<file path="config.mk">
export PLATFORM = sky130hd
export DESIGN_NAME = key_debounce_scheduler
export DESIGN_NICKNAME = d
export VERILOG_FILES = /design/src/rtl/key_debounce_scheduler.sv
export SDC_FILE = /design/constraint.sdc
export NUM_CORES = 1
export LEC_CHECK = 0
export CORE_ASPECT_RATIO = 1.2
export CORE_UTILIZATION = 59
export DETAILED_ROUTE_END_ITERATION = 8
export GPL_TIMING_DRIVEN = 1
export MAX_ROUTING_LAYER = met4
export PLACE_DENSITY = 0.85
export SLEW_MARGIN = 20
export SYNTH_ARGS = -nofsm -noshare
export SYNTH_HDL_FRONTEND = slang
export SYNTH_SLANG_ARGS = --single-unit
</file>
<file path="constraint.sdc">
create_clock -name clk -period 6.3 [get_ports clk]
set_input_delay 1.26 -clock clk [delete_from_list [all_inputs] [get_ports clk]]
set_output_delay 1.26 -clock clk [all_outputs]
set_load 0.005 [all_outputs]
</file>
<file path="src/rtl/key_debounce_scheduler.sv">
// rtl/key_debounce_scheduler.sv - shared settle counter debouncer for keyboard keys (option macro: KEY_DEBOUNCE_SYNC_EN)
module key_debounce_scheduler #(
  parameter int NUM_KEYS    = 8,
  parameter int SETTLE_BITS = 16,
  parameter int IDX_W       = $clog2(NUM_KEYS)
) (
  input  logic                clk,
  input  logic                reset,
  input  logic [NUM_KEYS-1:0] key_raw,
  output logic [NUM_KEYS-1:0] key_state,
  output logic [NUM_KEYS-1:0] press_pulse,
  output logic [NUM_KEYS-1:0] release_pulse,
  output logic                busy,
  output logic [IDX_W-1:0]    active_idx
);

  typedef enum logic [1:0] {
    ST_SCAN,
    ST_SETTLE,
    ST_COMMIT
  } state_e;

  state_e                 state_q, state_d;
  logic [IDX_W-1:0]       ptr_q, ptr_d;
  logic [IDX_W-1:0]       idx_q, idx_d;
  logic [SETTLE_BITS-1:0] cnt_q, cnt_d;
  logic [NUM_KEYS-1:0]    key_state_q, key_state_d;
  logic [NUM_KEYS-1:0]    press_q, press_d;
  logic [NUM_KEYS-1:0]    release_q, release_d;
  logic [NUM_KEYS-1:0]    key_sync;

`ifdef KEY_DEBOUNCE_SYNC_EN
  logic [NUM_KEYS-1:0] sync1_q, sync2_q;

  // Two-flop synchronizer for the asynchronous key inputs
  always_ff @(posedge clk or posedge reset) begin
    if (reset) begin
      sync1_q <= '0;
      sync2_q <= '0;
    end else begin
      sync1_q <= key_raw;
      sync2_q <= sync1_q;
    end
  end

  assign key_sync = sync2_q;
`else
  assign key_sync = key_raw;
`endif

  // Round-robin successor of a key index
  function automatic logic [IDX_W-1:0] next_idx(input logic [IDX_W-1:0] i);
    if (i == IDX_W'(NUM_KEYS - 1)) begin
      next_idx = '0;
    end else begin
      next_idx = i + 1'b1;
    end
  endfunction

  // State register for scan pointer, owner, settle counter and outputs
  always_ff @(posedge clk or posedge reset) begin
    if (reset) begin
      state_q     <= ST_SCAN;
      ptr_q       <= '0;
      idx_q       <= '0;
      cnt_q       <= '1;
      key_state_q <= '0;
      press_q     <= '0;
      release_q   <= '0;
    end else begin
      state_q     <= state_d;
      ptr_q       <= ptr_d;
      idx_q       <= idx_d;
      cnt_q       <= cnt_d;
      key_state_q <= key_state_d;
      press_q     <= press_d;
      release_q   <= release_d;
    end
  end

  // Scan for a disagreeing key, let it own the counter, commit or abort
  always_comb begin
    state_d     = state_q;
    ptr_d       = ptr_q;
    idx_d       = idx_q;
    cnt_d       = cnt_q;
    key_state_d = key_state_q;
    press_d     = '0;
    release_d   = '0;
    case (state_q)
      ST_SCAN: begin
        if (key_sync[ptr_q] != key_state_q[ptr_q]) begin
          idx_d   = ptr_q;
          cnt_d   = '1;
          state_d = ST_SETTLE;
        end else begin
          ptr_d = next_idx(ptr_q);
        end
      end
      ST_SETTLE: begin
        if (key_sync[idx_q] == key_state_q[idx_q]) begin
          // Bounced back to the debounced level: give up, move past this key
          ptr_d   = next_idx(idx_q);
          state_d = ST_SCAN;
        end else if (cnt_q == '0) begin
          state_d = ST_COMMIT;
        end else begin
          cnt_d = cnt_q - 1'b1;
        end
      end
      ST_COMMIT: begin
        key_state_d[idx_q] = ~key_state_q[idx_q];
        if (!key_state_q[idx_q]) begin
          press_d[idx_q] = 1'b1;
        end else begin
          release_d[idx_q] = 1'b1;
        end
        ptr_d   = next_idx(idx_q);
        state_d = ST_SCAN;
      end
      default: begin
        state_d = ST_SCAN;
      end
    endcase
  end

  assign key_state     = key_state_q;
  assign press_pulse   = press_q;
  assign release_pulse = release_q;
  assign busy          = (state_q != ST_SCAN);
  assign active_idx    = idx_q;

endmodule

</file>
* Yosys cells after proc, flatten, opt, wreduce, memory -nomap -nowiden
Index checks and enable logic that the tools add are counted.
Word-level totals: register bits after elaboration 48, bits of input ports 10, output and inout port bits 28, logic and storage cells 64
Operators by class: add/sub/neg operators 3, order comparisons 3, eq/ne operators 12, muxes and demuxes 28, bitwise operators 1, reductions and logical operators 10
Operators with widths (number):
- $mux W16 | 3
- $mux W8 | 4
- $pmux W16 S2 | 1
- $logic_not A16 Y1 | 1
- $sub A16 B1 Y16 const B | 1
- $bmux W1 S3 | 4
- $mux W3 | 4
- $ne A2 B2 Y1 const B | 5
- $pmux W3 S3 | 1
- $bwmux W8 | 1
- $lt A3 B4 Y1 const B | 2
- $add A3 B1 Y3 const B | 2
- $eq A3 B3 Y1 const B | 2
- $mux W2 | 3
- $mux W1 | 5
- $pmux W2 S2 | 1
- $reduce_and A2 Y1 | 2
- $reduce_and A4 Y1 | 1
- $reduce_bool A2 Y1 | 2
- $demux W1 S3 | 1
- $ge A3 B1 Y1 const B | 1
- $ne A3 B3 Y1 const B | 1
- $reduce_and A3 Y1 | 1
- $reduce_bool A3 Y1 | 1
- 7 further kinds | 7

* Longest topological paths before layout
word-level depth 6, depth in mapped cells 9, mapped depth without buffers 8

* Worst setup path after synthesis
Ideal clock, no wire load.
path kind input port to flip-flop, start in key_raw[7], end reg ptr_q[0], setup time 0.125 ns, arrival time 2.848 ns, required time 6.175 ns, path slack 3.327 ns, stages 6, buffers on the path 0, cell sequence mux4_2 mux2i_1 xnor2_2 nand2b_4 o211a_4 mux2_4
Between the ends: word-level cells in the longest chain between the ends 5, elaborated cells between the ends (all ways) 9, those cells by class 4 x eq/ne; 4 x mux; 1 x reduce/logical
Ends and longest elaborated chain:
- start: declaration | line 9 | input logic [NUM_KEYS-1:0] key_raw,
- $bmux W1 S3, on equally long branches | line 101, 92
- $mux W1, on equally long branches | line 101, 92
- $eq A1 B1 Y1 / $ne A1 B1 Y1 (equally long branches) | line 101, 92
- $ne A2 B2 Y1 (no line)
- $reduce_and A3 Y1 (no line) (*)
- end signal: assignment | line 72 | ptr_q <= ptr_d;
- end: declaration | line 24 | logic [IDX_W-1:0] ptr_q, ptr_d;
Mark *: on every way between the ends. The rest lies on a longest branch, timed or not. The select of a mux whose other input is x is not followed. A chain may end at the register's enable or synchronous reset.

* Final worst setup path
start in key_raw[6], end reg cnt_q[9]
Between the ends: word-level cells in the longest chain between the ends 5, elaborated cells between the ends (all ways) 9, those cells by class 4 x eq/ne; 4 x mux; 1 x reduce/logical
Ends and longest elaborated chain:
- $bmux W1 S3, on equally long branches | line 101, 92
- $mux W1, on equally long branches | line 101, 92
- $eq A1 B1 Y1 / $ne A1 B1 Y1 (equally long branches) | line 101, 92
- $ne A2 B2 Y1 (no line)
- $reduce_and A4 Y1 (no line) (*)
- end signal: assignment | line 74 | cnt_q <= cnt_d;
- end: declaration | line 26 | logic [SETTLE_BITS-1:0] cnt_q, cnt_d;
Marks and branches as above.

==> results.toml <==
[floorplan]
dieWidth_microns = 64.79
dieArea_sq_um = 5012
num_rows = 27
initial_utilization = 0.6121
pin_count = 38
die_h_microns = 77.35
core_area_sq_um = 4561

[pwr]
p_leak_nw = 1.403
p_int_uw = 740.5
power_switching_uw = 509.3
power.density_nw_per_um2 = 379.5
p_clk_frac = 0.188
total_power_mw = 1.250
p_sw_frac = 0.4075
sequentialPowerShare = 0.360
irDropWorstVdd_mv = 0.3766
p_comb_frac = 0.451

[worst_setup_path]
path_max_fanout = 10
crit_required_ns = 6.54
start_kind = "input port"
path_class = "in -> reg"
slowest_stage = "mux4_2"
crit_chain = "clkdlybuf4s50_1 -> mux4_2 -> mux2i_1 -> xnor2_2 -> or2_1 -> nand2_2 -> a32o_1"
cp.buffers_inverters = 1
end_kind = "register"
crit_arrival_ns = 3.67
critPathMaxStageDelay_ns = 0.49
crit_family = "multiplexers"
reg2reg_slack_ns = 3.33

[place]
detailed_place_hpwl_microns = 4234
place_congestion = 0.8418
io_buffers = 37

[synth]
async_flop_share = 1.000
synth_fp_nets = 280
synth.top_cell.area_share = 0.2869
ys_warn_count = 0
synth_area_sq_um = 2791
ys_types = 55
syn_inst = 262
seq_area_frac_synth = 0.4375
syn_avg_cell_area_sq_um = 10.65
synth_seq_cells = 48
yosys.area.top_type = "dfrtp_1"
synth_area_leaders = "dfrtp_1 (29%), dfstp_2 (15%), nor2_1 (5.5%)"
synth-main-ff-cell = "dfrtp_1"
synth_edf_count = 0

[timing]
hold_viol = 0
worst_pin_slew_ns = 0.8216
fin_crit_ns = 3.428
slew_headroom = 0.4523
rsz0062_at_grt = "no"
fin_setup_tns_ns = 0
period_share = 0.5441
whs_ns = 0.5408
timing.fmax_mhz = 291.7
fin_worst_skew_ns = 0.007142
setup_viol = 0
report.final.slew_viol_count = 0

[job]
drv_cap = 0

[detailed_routing]
drt_iter0_markers = 134
detail_route.wl_per_cell_microns = 17.12
wirelength_microns = 6076
drc = 0
first_pass_iters = 4
vias = 2148
viasPerCell = 6.051
antenna_left = 0

[cts]
cts_resized = 0
tritoncts = "built"
cts_buffers = 5
h-tree-depth = 2
clk_pin_slew_ns = 0.09
clockBufferDepth = 2
postCtsSetupRepairBufs = 0
clk_latency_ns = 0.30
cts_hold_buffers = 0
cts-root-buf = "clkbuf_8"
cts_sinks = 48

[grt]
grt-ovfl-total = 0
grt_start_max_net_pins = 49
antenna_found_initial = 0
grt_pass1_vias = 2119
grt_use_total = 0.2714
grt_pass1_wl_microns = 10140

[layout]
post-route-util = 0.7221
drive_gt1_frac = 0.1987
area_delta_synth_final_pct = 17.97
multi_input_area_sq_um = 1480
num-fill-cells = 317
regArea_sq_um = 1221
fin_nets = 314
n_antenna_cell = 0

[min_path]
hp-class = "reg -> reg"

[status]
status = "completed"
final cells by class:
type / count / area share
clock buffers: 6 / 0.02508
clock inverters: 2 / 0.01178
inverters: 7 / 0.008359
multi-input cells: 197 / 0.4495
flip-flops and latches: 48 / 0.3708
well taps: 58 / 0.02204
repair buffers: 37 / 0.1125
synth_stat cells (7+ instances only):
| cell | number |
|---|---|
| a31oi_1 | 7 |
| dfstp_2 | 16 |
| nor2_1 | 41 |
| nor3_1 | 12 |
| ha_1 | 8 |
| nor4_1 | 7 |
| nand2b_1 | 9 |
| a21oi_1 | 9 |
| dfrtp_1 | 32 |
| nand2_1 | 10 |
metal layers:
metal	global-route usage	part of all wire	up-vias
li1	-	-	1021
met1	0.3622	0.44	1064
met2	0.4281	0.52	56
met3	0.04265	0.036	7
met4	0.08000	0.011	0
met5	-	0	-
worst paths after layout:
path | to | depth (start not counted) | startpoint
max | cnt_q[9] | 7 | key_raw[6]
max in group asynchronous | active_idx[0] | 2 | reset
min | cnt_q[13] | 1 | cnt_q[13]
min reg2reg | cnt_q[13] | 1 | cnt_q[13]
min in group asynchronous | release_pulse[4] | 2 | reset
max reg2reg | cnt_q[9] | 6 | active_idx[0]
per-stage QoR:
stage               setup WS, ns  area (sq um)  std cells
floorplan                  3.327          2791        262
global placement           2.732          3171        347
detailed placement         2.618          3171        347
CTS                        2.929          3292        355
global route               2.778          3293        355
finish                     2.872          3293        355
cell usage in the layout (no fill, tap or decap), drive strengths merged, types with 4 or more instances in the layout:
cell type / instances
a31oi: 7
a311oi: 4
dfstp: 16
o22ai: 5
and2: 6
inv: 5
nor3: 17
clkdlybuf4s50: 37
mux2i: 5
nor4: 12
mux4: 5
and3: 6
nor2: 43
a21oi: 9
clkbuf: 6
ha: 8
dfrtp: 32
nand2: 11
nand2b: 10
xor2: 6
or3: 4
mux2: 8
cells by family (layout without fill, tap and decap cells):
family / count (synthesis) / in the layout / share of synthesized area
adder cells (fa/ha/maj): 8 / 8 / 0.03586
flip-flops: 48 / 48 / 0.4375
multiplexers: 18 / 18 / 0.09906
AND/OR/NAND/NOR: 122 / 122 / 0.2586
AO/OA/AOI/OAI: 40 / 40 / 0.1058
buffers and inverters: 17 / 52 / 0.03227
XOR/XNOR: 9 / 9 / 0.03093
sequential cells by signal, summed over array words and instances (netlist names):
register and flops:
cnt_q 16, key_state 8, press_pulse 8, release_pulse 8, active_idx 3, ptr_q 3
state_q 2
power groups by stage:
stage	combinational (mW)	sequential, mW	clock, mW
finish	0.564	0.450	0.235
global route	0.608	0.463	0.252
CTS	0.557	0.449	0.240
detailed placement	0.553	0.453	0
global placement	0.531	0.453	0
floorplan	0.478	0.414	0
Power figures use the tool's default switching activity.
